### src/rtl/md_ctrl.sv
// HI/LO multiply-divide sequencer: latches an operation, waits LATENCY cycles, captures HI/LO.
// Optional build macro MD_DIVZERO_TRAP_EN: divide-by-zero sets div_zero and leaves HI/LO untouched.
module md_ctrl #(
    parameter int LATENCY = 1
) (
    input  logic        clk,
    input  logic        reset,
    input  logic        start,
    input  logic        op_div,
    input  logic [31:0] src_a,
    input  logic [31:0] src_b,
    input  logic        hi_we,
    input  logic        lo_we,
    input  logic [31:0] wdata,
    output logic        busy,
    output logic        done,
    output logic        div_zero,
    output logic [31:0] hi,
    output logic [31:0] lo,
    output logic        md_set_md,
    output logic [31:0] md_data_a,
    output logic [31:0] md_data_b,
    input  logic [31:0] md_out_high,
    input  logic [31:0] md_out_low,
    input  logic        md_zero
);

    localparam logic [3:0] LAT_CNT = 4'(LATENCY);

    typedef enum logic [1:0] {
        S_IDLE  = 2'd0,
        S_ISSUE = 2'd1,
        S_WAIT  = 2'd2,
        S_DONE  = 2'd3
    } state_t;

    state_t      state_q, state_d;
    logic [3:0]  cnt_q, cnt_d;
    logic        op_div_q, op_div_d;
    logic [31:0] a_q, a_d;
    logic [31:0] b_q, b_d;
    logic [31:0] hi_q, hi_d;
    logic [31:0] lo_q, lo_d;
    logic        capture;

`ifdef MD_DIVZERO_TRAP_EN
    logic        div_zero_q, div_zero_d;
`endif

    always_comb begin
        state_d  = state_q;
        cnt_d    = cnt_q;
        op_div_d = op_div_q;
        a_d      = a_q;
        b_d      = b_q;
        hi_d     = hi_q;
        lo_d     = lo_q;
        capture  = 1'b0;
`ifdef MD_DIVZERO_TRAP_EN
        div_zero_d = div_zero_q;
`endif

        case (state_q)
            S_IDLE: begin
                if (start) begin
                    state_d  = S_ISSUE;
                    op_div_d = op_div;
                    a_d      = src_a;
                    b_d      = src_b;
`ifdef MD_DIVZERO_TRAP_EN
                    div_zero_d = 1'b0;
`endif
                end else begin
                    // Direct writes only land when no operation is being accepted.
                    if (hi_we) hi_d = wdata;
                    if (lo_we) lo_d = wdata;
                end
            end
            S_ISSUE: begin
                state_d = S_WAIT;
                cnt_d   = LAT_CNT;
            end
            S_WAIT: begin
                if (cnt_q == 4'd1) begin
                    state_d = S_DONE;
                    cnt_d   = 4'd0;
                    capture = 1'b1;
                end else begin
                    cnt_d = cnt_q - 4'd1;
                end
            end
            S_DONE: begin
                state_d = S_IDLE;
            end
            default: begin
                state_d = S_IDLE;
            end
        endcase

        if (capture) begin
            if (!op_div_q) begin
                hi_d = md_out_high;
                lo_d = md_out_low;
            end else if (!md_zero) begin
                // Divider reports quotient on high, remainder on low; HI holds remainder.
                hi_d = md_out_low;
                lo_d = md_out_high;
            end else begin
`ifdef MD_DIVZERO_TRAP_EN
                div_zero_d = 1'b1;
`else
                hi_d = a_q;
                lo_d = 32'hFFFF_FFFF;
`endif
            end
        end
    end

    always_ff @(posedge clk or negedge reset) begin
        if (!reset) begin
            state_q  <= S_IDLE;
            cnt_q    <= 4'd0;
            op_div_q <= 1'b0;
            a_q      <= 32'd0;
            b_q      <= 32'd0;
            hi_q     <= 32'd0;
            lo_q     <= 32'd0;
        end else begin
            state_q  <= state_d;
            cnt_q    <= cnt_d;
            op_div_q <= op_div_d;
            a_q      <= a_d;
            b_q      <= b_d;
            hi_q     <= hi_d;
            lo_q     <= lo_d;
        end
    end

`ifdef MD_DIVZERO_TRAP_EN
    always_ff @(posedge clk or negedge reset) begin
        if (!reset) begin
            div_zero_q <= 1'b0;
        end else begin
            div_zero_q <= div_zero_d;
        end
    end

    assign div_zero = div_zero_q;
`else
    assign div_zero = 1'b0;
`endif

    assign busy      = (state_q != S_IDLE);
    assign done      = (state_q == S_DONE);
    assign hi        = hi_q;
    assign lo        = lo_q;
    assign md_set_md = op_div_q;
    assign md_data_a = a_q;
    assign md_data_b = b_q;

endmodule

### config.mk
export PLATFORM = sky130hd
export DESIGN_NAME = md_ctrl
export DESIGN_NICKNAME = d
export VERILOG_FILES = /design/src/rtl/md_ctrl.sv
export SDC_FILE = /design/constraint.sdc
export NUM_CORES = 1
export LEC_CHECK = 0
export CAP_MARGIN = 20
export CORE_ASPECT_RATIO = 2
export CORE_MARGIN = 2
export CORE_UTILIZATION = 43
export DETAILED_ROUTE_END_ITERATION = 10
export MAX_ROUTING_LAYER = met4
export PLACE_DENSITY = 0.92
export SLEW_MARGIN = 20
export SYNTH_ARGS = -nofsm -noshare
export SYNTH_HDL_FRONTEND = slang
export SYNTH_SLANG_ARGS = --single-unit
### constraint.sdc
create_clock -name clk -period 2 [get_ports clk]
set_input_delay 0.3 -clock clk [delete_from_list [all_inputs] [get_ports clk]]
set_output_delay 0.3 -clock clk [all_outputs]
set_load 0.02 [all_outputs]
==> metrics.txt <==
largest net degree at the start of global routing 55; Peak VDD IR 1.155 mV; die area 16990 sq um; core footprint 15700 sq um; Final setup viols 0; Final Hold Fails 0; Worst Setup Path Type reg2reg; placed cells 1008; outcome completed; largest family of logic cells by synthesized area multiplexers; required time worst endpoint 2.30 ns; Cell Rows 65; Detail Route Antenna Nets 0; per-cell routed wire length 21.37 um; f_max 521.5 MHz; Total GRT Usage 27.45%; FF+latch area 3382 sq um; Hold Path Class in2async; FF-to-FF End hi[18]; Post-Syn Area 6838 sq um; reg2reg start cnt_q[1]; crit path from cnt_q[1]; post-synthesis compound-gate area fraction 9.661%; post-synthesis cell count 535; Syn Area/Cell 12.78 sq um; GR Overflow Total 0; Synth Area in Adders 0.9149%; clk sinks 135; WP depth 5; fraction of synthesized cell area in xor and xnor cells 0%; sequential area share after synthesis 49.41%; fillers 1125; crit path capture hi[18]; worst path cell trace inv_1 > ha_1 > nor4bb_4 > buf_12 > mux2_2; cell accounting for the most synthesized area dfrtp_1; Final Max Tran Viols 0; CP delay by family, top simple AND/OR/NAND/NOR gates; input/output buffers 297; post-layout min period 1.918 ns; setup TNS 0 ns; Yosys cell types 30; mux cell area share after synthesis 32.48%; Clock Path Buffers 2; reg2reg path depth 5; GPL Wtd Cong 0.8799; Yosys reg bits 135; CP endpoint kind register; first-pass detailed-route iteration total 5; Worst R2R Setup Slack 0.08 ns; Worst path max stage delay 0.44 ns; YS warnings 0; die span in x 93.17 um; syn nets 707; Placement Cell Area 10100 sq um; Critical Path Start Type register; Leak 4.711 nW; Synth top area share 49.41%; CTS tree yes; Initial Util 43.56%; Final Cycle Share 95.88%; CP max FO 48; Vias 5711; post-synthesis simple-gate area fraction 3.275%; MaxCap Viol Count 0; number of vias per cell 5.470; first-pass GRT wire length 34350 um; Post-CTS Repair Setup Buffers 0; clock slew at reported path FFs 0.06 ns; Die Ht 182.3 um; Design Area, Final 10770 sq um; DRC viols 0; area grow syn2layout 57.51%; Multi-input gate area 3186 sq um; slowest cell on the critical path nor4bb_4; H-tree depth 4; Clock Skew 0.007912 ns; Initial DRC Count 230; # IOs 299; Total Routed Length 22310 um; later-pin clock latency in the skew report 0.42 ns; hpwl dp 16260 um; CP arrival 2.21 ns; Layout Nets 999; Cell Count, Final, Fillers Out 1044; clk root buf clkbuf_16; antenna violations before repair 3; vias in the first global route 6299; largest cells by area after synthesis dfrtp_1, mux2_2, mux2i_1, mux2_4, o221ai_1; share of layout cells above drive strength 1 22.38%; Worst Path Buf+Inv 2; TritonCTS buffer count 17; PwrDens 1729 nW/um^2
[registers in the layout (all words and copies together), names as in the netlist]
signal,cells
cnt_q,4
hi,32
lo,32
md_data_a,32
md_data_b,32
md_set_md,1
state_q,2
[routing by layer]
metal / track usage [%] / up-vias / routed length (um)
li1: - / 2569 / -
met1: 29.16 / 2815 / 8153
met2: 48.14 / 257 / 12110
met3: 4.459 / 70 / 919
met4: 14.53 / 0 / 1130
met5: - / - / 0
[power breakdown]
| group | total, mW | internal, mW | switching (mW) |
|---|---|---|---|
| Combinational | 9.96 | 5.20 | 4.76 |
| Clock | 3.46 | 2.23 | 1.23 |
| Sequential | 5.20 | 4.18 | 1.02 |
[synthesized netlist by cell type, drive strengths merged]
library cell and number:
mux2 130, nor4bb 1, clkbuf 15, ha 5, a2bb2oi 1, a21oi 34
o221ai 31, or3b 2, nor3b 1, o21ai 35, nand2b 1, nor2 33
conb 1, o211ai 1, mux2i 64, a22o 2, dfrtp 135, nand2 2
inv 6, o22a 1, nand3b 3, nor3 2, buf 29
[worst min path at each step]
stage / slack, ns / endpoint
floorplan: 0.004 / cnt_q[0]
global placement: 0.27 / md_data_b[8]
detailed placement: 0.27 / md_data_b[14]
CTS: 0.39 / md_data_b[14]
global route: 0.43 / md_data_b[14]
finish: 0.38 / md_data_b[8]
[cell families after synthesis]
logic type / after synthesis
mux: 194
flops: 135
compound gates: 105
buf+inv: 50
simple gates: 45
fa+ha+maj: 5
other cells: 1
[worst reg2reg max path, stage by stage (launching register included)]
cell	delay, ns
dfrtp_1	0.37
inv_1	0.10
ha_1	0.19
nor4bb_4	0.44
buf_12	0.28
mux2_2	0.42
[per-stage QoR]
step                setup slack (ns)  utilization, %  hold slack [ns]  total power [mW]
global route               -0.003547           68.62           0.4318             19.51
global placement              0.1454           64.35           0.2688             14.76
finish                       0.08248           68.62           0.3833             18.62
detailed placement           0.09571           64.35           0.2717             15.12
floorplan                     0.2516               -         0.004409             10.73
CTS                          0.08170           68.57           0.3865             18.71
[timing repair]
item	in CTS	in global routing
endpoints found under the setup margin	1	0
hold buffers	1	0
endpoints found under the hold margin	40	0
gates resized for setup	2	0
[cells in the final DEF, fill, tap and decap left out, types with 3 or more instances in the layout]
cell type        netlist  final
buf_12                 0     12
o21ai_0               35     35
a21oi_1               34     34
mux2_4                31     31
ha_1                   5      4
diode_2                0      3
clkbuf_16              0     17
mux2_2                98     98
dfrtp_1              135    134
buf_4                  4      7
inv_1                  6      6
o221ai_1              31     31
nor2_1                33     33
clkbuf_8               0      4
bufinv_16              0      4
clkdlybuf4s50_1        0    294
mux2i_1               64     64
[layout make-up]
type	count	share of cell area [%]
diodes	3	0.06970
multi-input cells	350	29.58
flip-flops and latches	135	31.40
clock buffers	22	4.496
well taps	201	2.335
inverters	6	0.2091
clock inverters	10	1.545
repair buffers	317	30.37
No activity file was read; power rests on OpenSTA's default activity.
